--- src/rtl/cmp_pkg.sv ---
// Shared constants for the serial magnitude comparator: FSM state codes,
// default operand width and the {gt,eq,lt} result encoding.
package cmp_pkg;

   localparam int DEF_WIDTH = 8;

   localparam logic [1:0] ST_IDLE  = 2'd0;
   localparam logic [1:0] ST_SHIFT = 2'd1;
   localparam logic [1:0] ST_DONE  = 2'd2;

   localparam logic [2:0] RES_NONE = 3'b000;
   localparam logic [2:0] RES_GT   = 3'b100;
   localparam logic [2:0] RES_EQ   = 3'b010;
   localparam logic [2:0] RES_LT   = 3'b001;

   // The 1-bit stage must assert exactly one of its three flags.
   function automatic logic is_onehot3(input logic [2:0] v);
      return (v == RES_GT) || (v == RES_EQ) || (v == RES_LT);
   endfunction

endpackage

--- src/rtl/cmp_shreg.sv ---
// WIDTH-bit parallel-load, left-shift register with an MSB tap; one
// instance per operand feeds the external 1-bit compare stage MSB first.
module cmp_shreg
   import cmp_pkg::*;
#(
   parameter int WIDTH = DEF_WIDTH
) (
   input  logic             clk,
   input  logic             rst,
   input  logic             i_load,
   input  logic             i_shift,
   input  logic [WIDTH-1:0] i_din,
   output logic             o_msb
);

   logic [WIDTH-1:0] r_data;

   // NOTE: non-blocking (<=) for every flop so all registers update together
   // at the edge; the data register is small, so it is reset like the rest.
   always_ff @(posedge clk) begin
      if (rst)
         r_data <= '0;
      else if (i_load)
         r_data <= i_din;
      else if (i_shift)
         r_data <= {r_data[WIDTH-2:0], 1'b0};
   end

   assign o_msb = r_data[WIDTH-1];

endmodule

--- src/rtl/serial_cmp_ctrl.sv ---
// Bit-serial unsigned magnitude compare controller: streams operand bits MSB
// first to an external 1-bit stage and resolves the word result early.
module serial_cmp_ctrl
   import cmp_pkg::*;
#(
   parameter int WIDTH = DEF_WIDTH,
   parameter int CNT_W = $clog2(WIDTH)
) (
   input  logic             clk,
   input  logic             rst,
   input  logic             i_start,
   input  logic [WIDTH-1:0] i_op_a,
   input  logic [WIDTH-1:0] i_op_b,
   output logic             o_busy,
   output logic             o_a_bit,
   output logic             o_b_bit,
   input  logic             i_bit_gt,
   input  logic             i_bit_eq,
   input  logic             i_bit_lt,
   output logic             o_done,
   output logic             o_a_gt_b,
   output logic             o_a_eq_b,
   output logic             o_a_lt_b,
   output logic             o_err
);

   logic [1:0]       r_state;
   logic [CNT_W-1:0] r_idx;
   logic             r_gt, r_eq, r_lt, r_err;

   logic       w_in_shift, w_load, w_shift, w_last, w_flags_ok;
   logic       w_msb_a, w_msb_b;
   logic [2:0] w_flags;

   assign w_in_shift = (r_state == ST_SHIFT);
   assign w_load     = (r_state == ST_IDLE) && i_start;
   assign w_flags    = {i_bit_gt, i_bit_eq, i_bit_lt};
   assign w_flags_ok = is_onehot3(w_flags);
   assign w_last     = (r_idx == CNT_W'(WIDTH - 1));
   // Advance only on a clean "equal" bit that is not the final one.
   assign w_shift    = w_in_shift && w_flags_ok && i_bit_eq && !w_last;

   cmp_shreg #(.WIDTH(WIDTH)) u_shreg_a (
      .clk     (clk),
      .rst     (rst),
      .i_load  (w_load),
      .i_shift (w_shift),
      .i_din   (i_op_a),
      .o_msb   (w_msb_a)
   );

   cmp_shreg #(.WIDTH(WIDTH)) u_shreg_b (
      .clk     (clk),
      .rst     (rst),
      .i_load  (w_load),
      .i_shift (w_shift),
      .i_din   (i_op_b),
      .o_msb   (w_msb_b)
   );

   always_ff @(posedge clk) begin
      if (rst) begin
         r_state <= ST_IDLE;
         r_idx   <= '0;
         r_gt    <= 1'b0;
         r_eq    <= 1'b0;
         r_lt    <= 1'b0;
         r_err   <= 1'b0;
      end else begin
         case (r_state)
            ST_IDLE: begin
               if (i_start) begin
                  r_idx   <= '0;
                  r_gt    <= 1'b0;
                  r_eq    <= 1'b0;
                  r_lt    <= 1'b0;
                  r_err   <= 1'b0;
                  r_state <= ST_SHIFT;
               end
            end
            ST_SHIFT: begin
               if (!w_flags_ok) begin
                  r_err   <= 1'b1;
                  r_state <= ST_DONE;
               end else if (i_bit_gt) begin
                  r_gt    <= 1'b1;
                  r_state <= ST_DONE;
               end else if (i_bit_lt) begin
                  r_lt    <= 1'b1;
                  r_state <= ST_DONE;
               end else if (w_last) begin
                  r_eq    <= 1'b1;
                  r_state <= ST_DONE;
               end else begin
                  r_idx   <= r_idx + 1'b1;
               end
            end
            ST_DONE: r_state <= ST_IDLE;
            default: r_state <= ST_IDLE;
         endcase
      end
   end

   assign o_busy   = (r_state != ST_IDLE);
   assign o_done   = (r_state == ST_DONE);
   assign o_a_bit  = w_in_shift && w_msb_a;
   assign o_b_bit  = w_in_shift && w_msb_b;
   assign o_a_gt_b = r_gt;
   assign o_a_eq_b = r_eq;
   assign o_a_lt_b = r_lt;
   assign o_err    = r_err;

endmodule

--- config.mk ---
export PLATFORM = sky130hd
export DESIGN_NAME = serial_cmp_ctrl
export DESIGN_NICKNAME = d
export VERILOG_FILES = /design/src/rtl/cmp_pkg.sv /design/src/rtl/cmp_shreg.sv /design/src/rtl/serial_cmp_ctrl.sv
export SDC_FILE = /design/constraint.sdc
export NUM_CORES = 1
export LEC_CHECK = 0
export CAP_MARGIN = 10
export CORE_MARGIN = 10
export CORE_UTILIZATION = 46
export CTS_BUF_LIST = sky130_fd_sc_hd__clkbuf_4
export CTS_CLUSTER_SIZE = 28
export DETAILED_ROUTE_END_ITERATION = 7
export GPL_ROUTABILITY_DRIVEN = 0
export PLACE_DENSITY_LB_ADDON = 0.25
export SYNTH_ARGS = -nofsm -noshare
export SYNTH_HDL_FRONTEND = slang
export SYNTH_SLANG_ARGS = --single-unit
--- constraint.sdc ---
create_clock -name clk -period 1.9 [get_ports clk]
set_input_delay 0.38 -clock clk [delete_from_list [all_inputs] [get_ports clk]]
set_output_delay 0.38 -clock clk [all_outputs]
set_load 0.02 [all_outputs]
After elaboration in Yosys (flattened, before gate mapping)
Cells that the tools add are included.
W data, S select, Z words.
{"block": "word_totals", "inputBits": 22, "word_cells": 75, "output_inout_bits": 8, "ff_bits": 25}
{"block": "classes", "n_addsub": 1, "eq_ne": 16, "mux": 31, "n_reduce_logical": 19}
{"cell": "$mux W8", "n": 4}
{"cell": "$mux W3", "n": 5}
{"cell": "$ne A2 B2 Y1 const B", "n": 7}
{"cell": "$reduce_and A6 Y1", "n": 2}
{"cell": "$mux W1", "n": 11}
{"cell": "$mux W2", "n": 5}
{"cell": "$pmux W1 S2", "n": 4}
{"cell": "$eq A3 B3 Y1 const B", "n": 2}
{"cell": "$logic_and A1 B1 Y1", "n": 6}
{"cell": "$pmux W3 S2", "n": 1}
{"cell": "$reduce_bool A2 Y1", "n": 3}
{"cell": "$ne A5 B5 Y1 const B", "n": 1}
{"cell": "$reduce_and A5 Y1", "n": 1}
{"cell": "$ne A2 B1 Y1 const B", "n": 2}
{"cell": "$pmux W2 S2", "n": 1}
{"cell": "$reduce_and A4 Y1", "n": 1}
{"cell": "$add A3 B1 Y3 const B", "n": 1}
{"cell": "$eq A3 B1 Y1 const B", "n": 1}
{"cell": "$eq A3 B2 Y1 const B", "n": 1}
{"cell": "$reduce_and A3 Y1", "n": 1}
{"cell": "$eq A2 B1 Y1 const B", "n": 1}
{"cell": "$eq A2 B2 Y1 const B", "n": 1}
{"cell": "$logic_not A2 Y1", "n": 1}
{"cell": "$logic_or A1 B1 Y1", "n": 2}
{"cell": "2 further kinds", "n": 2}

Depth between registers and ports, before layout
Gate-level depths: netlist of run 1.
{"block": "logic_depth", "word_depth": 8, "depth_mapped": 7, "depth_no_buf": 5}

Modules after synthesis
Synthesis of run 1 repeated with hierarchy kept, for this count alone.
{"block": "unflattened", "cells_unflattened": 126, "area_unflattened_um2": 1271.2}
{"mod": "cmp_shreg", "area_each_um2": 369.1, "cells_per_inst": 35, "n_inst": 2}
{"mod": "serial_cmp_ctrl", "area_each_um2": 533.0, "cells_per_inst": 56, "n_inst": 1}

Worst setup path before layout of run 1
Ideal clock, no wire load.
{"block": "synth_timing", "path_type": "register to register", "startpoint": "register r_idx[0]", "endpoint": "register u_shreg_a.r_data[1]", "arrival_ns": 1.684, "path_slack_ns": 0.089, "path_buffers": 2, "stages_incl_launch_ff": 8, "synth_period_minus_slack_ns": 1.811, "t_required_ns": 1.773, "setup_time_ns": 0.127, "path_cell_list": "dfxtp_1 ha_1 ha_1 or4b_1 buf_2 nor2_2 buf_2 o211ai_1"}
{"block": "synth_between", "elab_chain_len": 4}
{"item": "start: declaration", "line": "serial_cmp_ctrl.sv:28", "rtl": "logic [CNT_W-1:0] r_idx;"}
{"item": "start signal: assignment", "line": "serial_cmp_ctrl.sv:95", "rtl": "r_idx <= r_idx + 1'b1;"}
{"item": "$eq A3 B3 Y1", "line": "serial_cmp_ctrl.sv:39", "rtl": "assign w_last = (r_idx == CNT_W'(WIDTH - 1));"}
{"item": "$logic_not A1 Y1", "line": "serial_cmp_ctrl.sv:41", "rtl": "assign w_shift = w_in_shift && w_flags_ok && i_bit_eq && !w_last;"}
{"item": "$logic_and A1 B1 Y1", "line": "serial_cmp_ctrl.sv:41"}
{"item": "$reduce_bool A2 Y1 (no line)"}
{"item": "end signal: assignment", "line": "cmp_shreg.sv:24", "rtl": "r_data <= i_din;"}
{"item": "end signal: assignment", "line": "cmp_shreg.sv:26", "rtl": "r_data <= {r_data[WIDTH-2:0], 1'b0};"}
{"item": "end: declaration", "line": "cmp_shreg.sv:16", "rtl": "logic [WIDTH-1:0] r_data;"}
Every way passes these cells.
A chain may end at the register's enable or synchronous reset.

Worst setup path after layout of run 1
{"block": "layout_timing", "startpoint": "register r_idx[0]", "endpoint": "register r_idx[2]"}
{"block": "layout_between", "elab_chain_len": 6, "word_cells_on_any_way": 9}
{"item": "$add A3 B1 Y3", "line": "serial_cmp_ctrl.sv:95"}
{"item": "$mux W3", "line": "serial_cmp_ctrl.sv:91", "rtl": "end else if (w_last) begin"}
{"item": "$mux W3", "line": "serial_cmp_ctrl.sv:88", "rtl": "end else if (i_bit_lt) begin"}
{"item": "$mux W3", "line": "serial_cmp_ctrl.sv:85", "rtl": "end else if (i_bit_gt) begin"}
{"item": "$mux W3", "line": "serial_cmp_ctrl.sv:82", "rtl": "if (!w_flags_ok) begin"}
{"item": "$pmux W3 S2", "line": "serial_cmp_ctrl.sv:70", "rtl": "case (r_state)"}
Parallel ways exist; a longest one is shown, timed or not. The select of a mux whose other input is x is not followed.

==> flow_metrics.py, run 1 <==
metrics = {
    "yosys": {
        "synthCells": 150,
        "netlist_area_um2": 1245,
        "syn_avg_cell_area_um2": 8.300,
        "yosys_warnings": 0,
        "synth-edff-count": 0,
        "synth_cell_types": 29,
        "synth_ff_type": "dfxtp_1",
        "syn_nets": 174,
        "postSynth.asyncResetShare": 0,
        "synth-seq-cells": 25,
        "ys_seq_area_frac": 0.4020,
    },
    "floorplan": {
        "core_area_um2": 2522,
        "dieWidth_um": 72.03,
        "rows": 18,
        "ios": 30,
        "start_util": 0.4936,
        "dieArea_um2": 5188,
        "fp.dieH_um": 72.03,
    },
    "power_and_ir_drop": {
        "powerDensity_nw_per_um2": 600.2,
        "power.leakage_uw": 0.0006098,
        "p_clk_frac": 0.237,
        "comb_power_share": 0.210,
        "p_sw_uw": 276.4,
        "switching_share": 0.2724,
        "p_int_uw": 738.2,
        "seqPwrFrac": 0.553,
        "vdd_drop_max_mv": 0.4957,
    },
    "sta": {
        "finalHoldViolCount": 0,
        "finalMaxSlewViolations": 0,
        "fin_skew_ns": 0.004351,
        "slew_headroom": 0.6855,
        "final-setup-viol-count": 0,
        "max_clock_freq_mhz": 558.2,
        "finalSetupTns_ns": 0,
        "post-route-min-period_ns": 1.791,
        "worst_pin_slew_ns": 0.4717,
        "rsz0062_at_grt": "no",
        "post-route-period-util": 0.9429,
    },
    "place": {
        "dp_cells": 211,
        "dp_hpwl_um": 2328,
        "place_area_um2": 1664,
        "place.port_buffers": 29,
    },
    "layout": {
        "diodes": 0,
        "area_growth_pct": 35.78,
        "final_cell_mix": "nand2_1, clkdlybuf4s50_1, dfxtp_1, o211ai_1, nor2b_1",
        "fin_nets": 210,
        "drive_gt1_frac": 0.1351,
        "layout_commonest_cell": "nand2_1",
        "layout.cells.non_filler": 215,
        "fin_util": 0.6701,
        "stdcell_area_um2": 1690,
    },
    "critical_path": {
        "required_ns": 2.12,
        "worstSetupEndpointType": "flip-flop",
        "r2r_end": "r_idx[2]",
        "r2r-start": "r_idx[0]",
        "arrival_ns": 2.01,
        "r2r_slack_ns": 0.11,
        "path_class": "flip-flop to flip-flop",
        "cp-start-kind": "flip-flop",
        "rr_worst_depth": 6,
        "cp_max_fo": 5,
    },
    "global_route": {
        "antenna_found_initial": 0,
        "grt_max_degree": 33,
        "grt_pass1_wl_um": 5347,
        "track_usage": 0.1224,
        "met3_usage": 0.03673,
        "grt_pass1_vias": 1155,
        "top_usage_layer": "met2",
        "met1_usage": 0.1537,
        "grt_util_met2": 0.1912,
        "grt_overflow_total": 0,
    },
    "worst_hold_path": {
        "min_to": "o_a_gt_b",
        "whs_path_depth": 1,
        "hp-start": "o_a_gt_b",
        "min_path_type": "flip-flop to flip-flop",
    },
    "cts": {
        "cts_root_buf": "clkbuf_4",
        "cts_buffers": 3,
        "clock_sinks": 25,
        "cts_buffer_depth": 2,
        "clock_latency_ns": 0.32,
        "cts_tree": "built",
        "cts.clk_slew.worst_paths_ns": 0.13,
        "h-tree-depth": 1,
        "postCtsSetupBuffers": 0,
    },
    "routing": {
        "drtPass1Iterations": 4,
        "vias": 1247,
        "antenna_left": 0,
        "drtIter0Drc": 90,
        "remaining_drc_errors": 0,
        "wl_um": 3219,
        "wire_per_inst_um": 14.97,
        "routed_via_density": 5.800,
    },
    "job": {
        "drv_cap": 0,
    },
    "status": {
        "outcome": "finished, final reports clean",
    },
}
-- cells in the mapped netlist, types with 2 or more instances --
master / number / area share
o21a_1: 2 / 0.012
o21ai_0: 3 / 0.012
nor3b_1: 2 / 0.012
nor2b_1: 14 / 0.070
clkbuf_1: 10 / 0.030
nor4b_1: 3 / 0.021
nand3_1: 3 / 0.012
and2_1: 2 / 0.010
nand2_1: 27 / 0.081
ha_1: 2 / 0.020
buf_2: 3 / 0.012
a21oi_1: 6 / 0.024
o2111ai_1: 2 / 0.014
dfxtp_1: 25 / 0.40
o211ai_1: 21 / 0.13
nand4_1: 12 / 0.060
-- what timing repair did --
action,in CTS,in global routing
resized for setup,4,1
hold buffers,0,0
endpoints found under the setup margin,4,14
-- registers in the layout (all words and copies together), names as in the netlist --
| register | count |
|---|---|
| u_shreg_a.r_data | 8 |
| o_a_eq_b | 1 |
| o_err | 1 |
| u_shreg_b.r_data | 8 |
| r_state | 2 |
| o_a_lt_b | 1 |
| r_idx | 3 |
| o_a_gt_b | 1 |
-- cell families (layout without fill, tap and decap cells) --
logic type,Yosys count,in the layout,share of synthesized area
and+or+nand+nor,73,73,0.3286
xor gates and xnor gates,1,1,0.007036
buffers and inverters,14,49,0.04522
DFF,25,25,0.4020
AOI/OAI and AO/OA,35,35,0.1970
adders and majority gates,2,2,0.02010
-- final cells by class --
| type | instances | area (µm²) |
|---|---|---|
| Fill cell | 225 | 832.0 |
| Clock buffer | 3 | 22.52 |
| Timing Repair Buffer | 44 | 422.9 |
| Inverter | 1 | 3.754 |
| Sequential cell | 25 | 500.5 |
| Clock inverter | 1 | 5.005 |
| Tap cell | 30 | 37.54 |
| Multi-Input combinational cell | 111 | 698.2 |
-- power by group through the flow --
stage	Clock [µW]	Combinational [µW]	Sequential (µW)
final	241	213	561
after global routing	268	232	564
after CTS	249	212	561
after detailed placement	0	213	572
after global placement	0	208	571
after floorplan	0	103	573
-- metrics by stage --
step,power (µW),hold slack [ns],setup slack [ns]
2_1_floorplan,676.6,0.4639,0.08895
3_3_place_gp,779.4,0.4470,-0.09851
3_5_place_dp,785.7,0.4550,-0.1357
4_1_cts,1022,0.4869,0.01591
5_1_grt,1064,0.5217,0.03749
6_report,1015,0.4821,0.1085
-- critical path, stage by stage (launching register included) --
cell and delay [ns]:
dfxtp_1 0.35, ha_1 0.20, ha_1 0.19, or4b_4 0.53
buf_4 0.18, o211ai_1 0.17, a21oi_1 0.08
-- worst max path at each step --
stage	depth (start not counted)	to	from	slack (ns)
after CTS	6	r_idx[2]	r_idx[0]	0.02
after floorplan	7	u_shreg_a.r_data[1]	r_idx[0]	0.09
after detailed placement	5	r_idx[2]	i_bit_gt	-0.14
after global placement	5	r_idx[1]	i_bit_gt	-0.1
final	6	r_idx[2]	r_idx[0]	0.11
after global routing	6	r_idx[2]	r_idx[0]	0.04
-- routing by layer --
metal	wire (µm)	vias to the layer above	part of all wire
met5	0	-	0
met4	25	0	0.0078
met3	287	2	0.089
met2	1484	42	0.46
li1	-	621	-
met1	1422	582	0.44
No activity file was read; power rests on OpenSTA's default activity.
==> run 2: changes to the inputs <==
--- a/config.mk
+++ b/config.mk
@@ -12,7 +12,7 @@
 export CTS_CLUSTER_SIZE = 28
 export DETAILED_ROUTE_END_ITERATION = 7
 export GPL_ROUTABILITY_DRIVEN = 0
-export PLACE_DENSITY_LB_ADDON = 0.25
+export PLACE_DENSITY = 0.9
 export SYNTH_ARGS = -nofsm -noshare
 export SYNTH_HDL_FRONTEND = slang
 export SYNTH_SLANG_ARGS = --single-unit
==> flow_metrics.py, run 2 (synthesis results as in run 1) <==
metrics = {
    "place": {
        "dp_cells": 210,
        "place.port_buffers": 29,
        "place_area_um2": 1632,
        "post-place-ws_ns": -0.2067,
        "dp_hpwl_um": 2439,
    },
    "global_route": {
        "met3_usage": 0.03537,
        "grt_util_met2": 0.2216,
        "grt_overflow_total": 0,
        "antenna_found_initial": 0,
        "track_usage": 0.1246,
        "met1_usage": 0.1324,
        "top_usage_layer": "met2",
        "grt_max_degree": 20,
        "grt_pass1_vias": 1267,
        "grt_pass1_wl_um": 5464,
    },
    "routing": {
        "routed_via_density": 5.917,
        "drtIter0Drc": 90,
        "wl_um": 3531,
        "vias": 1284,
        "antenna_left": 0,
        "remaining_drc_errors": 0,
        "wire_per_inst_um": 16.27,
        "drtPass1Iterations": 4,
    },
    "layout": {
        "layout.cells.non_filler": 217,
        "fin_nets": 212,
        "drive_gt1_frac": 0.1818,
        "stdcell_area_um2": 1723,
        "area_growth_pct": 38.39,
        "reg_top3": "u_shreg_a.r_data (8), u_shreg_b.r_data (8), r_idx (3)",
        "diodes": 0,
        "layout_commonest_cell": "nand2_1",
        "final_cell_mix": "nand2_1, clkdlybuf4s50_1, dfxtp_1, o211ai_1, buf_4",
    },
    "power_and_ir_drop": {
        "comb_power_share": 0.204,
        "switching_share": 0.2722,
        "p_total_uw": 1035,
        "powerDensity_nw_per_um2": 601.0,
        "p_sw_uw": 281.8,
        "p_int_uw": 753.6,
        "vdd_drop_max_mv": 0.5691,
        "seqPwrFrac": 0.545,
        "p_clk_frac": 0.251,
        "power.leakage_uw": 0.0006086,
    },
    "sta": {
        "worst_pin_slew_ns": 0.5289,
        "max_clock_freq_mhz": 539.8,
        "final-setup-viol-count": 0,
        "post-route-min-period_ns": 1.853,
        "setup_ws_ns": 0.04743,
        "slew_headroom": 0.6474,
        "finalMaxSlewViolations": 0,
        "fin_skew_ns": 0.008136,
        "finalHoldViolCount": 0,
        "post-route-period-util": 0.9750,
    },
    "floorplan": {
        "fp.dieH_um": 72.03,
        "ios": 30,
        "core_area_um2": 2522,
        "rows": 18,
        "start_util": 0.4936,
        "dieArea_um2": 5188,
        "dieWidth_um": 72.03,
    },
    "cts": {
        "cts_root_buf": "clkbuf_4",
        "cts_hold_buffers": 0,
        "cts_tree": "built",
        "cts.clk_slew.worst_paths_ns": 0.14,
        "cts_buffer_depth": 2,
        "clock_latency_ns": 0.33,
        "h-tree-depth": 1,
        "cts_buffers": 3,
        "clock_sinks": 25,
    },
    "worst_hold_path": {
        "min_path_type": "flip-flop to flip-flop",
        "hp-start": "o_a_eq_b",
    },
    "job": {
        "drv_cap": 0,
    },
    "critical_path": {
        "cp-start-kind": "flip-flop",
        "arrival_ns": 2.07,
        "cp_max_fo": 4,
        "path_class": "flip-flop to flip-flop",
        "worstSetupStartpoint": "r_idx[0]",
        "required_ns": 2.12,
        "r2r-start": "r_idx[0]",
        "worstSetupEndpointType": "flip-flop",
    },
    "status": {
        "outcome": "finished, final reports clean",
    },
}
run 2: final cells by class:
type                            count  area, µm²
Fill cell                         232      799.5
Multi-Input combinational cell    112      739.5
Sequential cell                    25      503.0
Timing Repair Buffer               45      409.1
Tap cell                           30      37.54
Clock buffer                        4      30.03
Inverter                            1      3.754
run 2: power groups by stage:
| stage | clock network [µW] | logic (µW) | registers (µW) |
|---|---|---|---|
| final | 260 | 211 | 564 |
| after global routing | 282 | 229 | 567 |
| after CTS | 262 | 205 | 563 |
| after detailed placement | 0 | 206 | 574 |
| after global placement | 0 | 199 | 573 |
| after floorplan | 0 | 103 | 573 |
run 2: timing repair:
item / CTS / global route
resized for setup: 6 / 10
gates cloned: 0 / 2
pin swaps: 0 / 1
setup endpoints to repair: 18 / 15
setup buffers: 0 / 1
run 2: critical path, cell delays in order, from the launching register on:
cell and delay, ns:
dfxtp_2 0.36, ha_2 0.20, ha_4 0.17, or4b_2 0.73, o211ai_1 0.19, a21oi_1 0.09
run 2: final timing paths:
kind | endpoint | slack, ns | cells past startpoint
worst max-delay path | u_shreg_a.r_data[0] | 0.05 | 5
worst min-delay path | o_a_eq_b | 0.49 | 2
worst max register to register | u_shreg_a.r_data[0] | 0.05 | 5
worst min register to register | o_a_eq_b | 0.49 | 2
run 2: routing by layer:
metal,vias to the layer above,share of wire
met5,-,0
met4,0,0.016
met3,7,0.066
met2,45,0.50
met1,608,0.41
li1,624,-
run 2: per-stage QoR:
stage                 util  hold slack [ns]  setup TNS (ns)
floorplan                -           0.4639               0
global placement    0.6468           0.4535          -2.175
detailed placement  0.6468           0.4593          -3.029
CTS                 0.6587           0.4893               0
global route        0.6830           0.5151       -0.003412
finish              0.6830           0.4884               0
==> RTL change: new RTL, flow settings as in run 1 <==
Register the inputs `i_start`, `i_op_a`, `i_op_b`, `i_bit_gt`, `i_bit_eq` and `i_bit_lt` before use, without a reset. The logic sees them one clock later.
--- a/src/rtl/serial_cmp_ctrl.sv
+++ b/src/rtl/serial_cmp_ctrl.sv
@@ -24,6 +24,22 @@
    output logic             o_err
 );
 
+   logic i_start_q;
+   logic [WIDTH-1:0] i_op_a_q;
+   logic [WIDTH-1:0] i_op_b_q;
+   logic i_bit_gt_q;
+   logic i_bit_eq_q;
+   logic i_bit_lt_q;
+
+   always_ff @(posedge clk) begin
+      i_start_q  <= i_start;
+      i_op_a_q   <= i_op_a;
+      i_op_b_q   <= i_op_b;
+      i_bit_gt_q <= i_bit_gt;
+      i_bit_eq_q <= i_bit_eq;
+      i_bit_lt_q <= i_bit_lt;
+   end
+
    logic [1:0]       r_state;
    logic [CNT_W-1:0] r_idx;
    logic             r_gt, r_eq, r_lt, r_err;
@@ -33,19 +49,19 @@
    logic [2:0] w_flags;
 
    assign w_in_shift = (r_state == ST_SHIFT);
-   assign w_load     = (r_state == ST_IDLE) && i_start;
-   assign w_flags    = {i_bit_gt, i_bit_eq, i_bit_lt};
+   assign w_load     = (r_state == ST_IDLE) && i_start_q;
+   assign w_flags    = {i_bit_gt_q, i_bit_eq_q, i_bit_lt_q};
    assign w_flags_ok = is_onehot3(w_flags);
    assign w_last     = (r_idx == CNT_W'(WIDTH - 1));
    // Advance only on a clean "equal" bit that is not the final one.
-   assign w_shift    = w_in_shift && w_flags_ok && i_bit_eq && !w_last;
+   assign w_shift    = w_in_shift && w_flags_ok && i_bit_eq_q && !w_last;
 
    cmp_shreg #(.WIDTH(WIDTH)) u_shreg_a (
       .clk     (clk),
       .rst     (rst),
       .i_load  (w_load),
       .i_shift (w_shift),
-      .i_din   (i_op_a),
+      .i_din   (i_op_a_q),
       .o_msb   (w_msb_a)
    );
 
@@ -54,7 +70,7 @@
       .rst     (rst),
       .i_load  (w_load),
       .i_shift (w_shift),
-      .i_din   (i_op_b),
+      .i_din   (i_op_b_q),
       .o_msb   (w_msb_b)
    );
 
@@ -69,7 +85,7 @@
       end else begin
          case (r_state)
             ST_IDLE: begin
-               if (i_start) begin
+               if (i_start_q) begin
                   r_idx   <= '0;
                   r_gt    <= 1'b0;
                   r_eq    <= 1'b0;
@@ -82,10 +98,10 @@
                if (!w_flags_ok) begin
                   r_err   <= 1'b1;
                   r_state <= ST_DONE;
-               end else if (i_bit_gt) begin
+               end else if (i_bit_gt_q) begin
                   r_gt    <= 1'b1;
                   r_state <= ST_DONE;
-               end else if (i_bit_lt) begin
+               end else if (i_bit_lt_q) begin
                   r_lt    <= 1'b1;
                   r_state <= ST_DONE;
                end else if (w_last) begin
Formal check against the unedited RTL: not equivalent (Yosys sat finds a counterexample within 4 cycles, from zero or initial values and one cycle with rst high).
==> RTL change against run 1 <==
- via count up 5.2%
- core utilization shrank 6.2 points
- sequential cell count rose by 20
- power increased by 66%
- area after synthesis is 28% higher
- setup slack worse by 0.036 ns
- wire length up 8.9%
- clock power grew 92%
- cell area grew 20%
==> RTL change: results <==
{
  "status": "finished, final reports clean",
  "clock_latency_ns": 0.35,
  "timing.hold.ws_ns": 0.455,
  "cts_sinks": 45,
  "worstRegToRegCells": 4,
  "n_clock_buffer": 8,
  "vias": 1312,
  "place_inst": 234,
  "pg_clk_mw": 0.463,
  "met1_usage_pct": 16.0,
  "cp_top_family": "buffers and inverters",
  "drt_iter0_drc": 116,
  "nNonClkBuffers": 41,
  "cts_buffers": 5,
  "final-nonclk-buf-share_pct": 18.5,
  "vdd_drop_max_mv": 0.431,
  "gr-usage-met3_pct": 3.15,
  "seq_area_frac_synth_pct": 56.4,
  "max_freq_mhz": 547,
  "place_ws_ns": 0.174,
  "nNonClkInverters": 2,
  "fill_cells": 291,
  "ctsHtreeMaxLevel": 2,
  "final-clk-cell-share_pct": 2.96,
  "cp-endpoint": "o_busy",
  "slowest_stage": "dfxtp_1",
  "arrival_ns": 1.45,
  "grt_max_degree": 35,
  "startpoint": "r_state[1]",
  "max_slew_margin_pct": 78.4,
  "p_comb_mw": 0.197,
  "synthDistinctLibCells": 31,
  "grt_pass1_vias": 1246,
  "rows": 21,
  "stdcell_count": 242,
  "p_comb_share_pct": 11.7,
  "multi_input_area_share_pct": 30.9,
  "intPower_mw": 1.29,
  "nNetsFinal": 219,
  "use_met2_pct": 17.2,
  "syn-mean-instance-area_um2": 9.92,
  "synth_area_leaders": "dfxtp_1 56%, a311oi_1 7.7%, nand3_1 4.4%, nor2_1 3.5%, o21ai_1 3.1%",
  "skew_ns": 0.00956
}
-- RTL change: cell count changes after synthesis, sizes merged, moves of 3 or more --
cell,change
nor4b,-3
buf,+3
nand3,+11
o211ai,-16
a311oi,+14
o21ai,+13
nor2,+13
a31oi,+3
nand2,-25
nand4,-10
dfxtp,+20
nor2b,-11
-- RTL change: metal layers --
layer  vias to the layer above  wire length, um
met2                        24             1650
met3                         7              102
met4                         0               53
li1                        659                -
met1                       622             1700
met5                         -                0
-- RTL change: cell families after synthesis --
family	count (synthesis)	share of synthesized area, %
XOR/XNOR	1	0.549
adder cells (fa/ha/maj)	2	1.57
flip-flops	45	56.4
AND/OR/NAND/NOR	51	17.9
buffers and inverters	16	4.62
AO/OA/AOI/OAI	46	18.9
-- RTL change: what timing repair did --
item / CTS / global route
gates resized for setup: 5 / 1
gates cloned: 0 / 0
setup endpoints to repair: 4 / 1
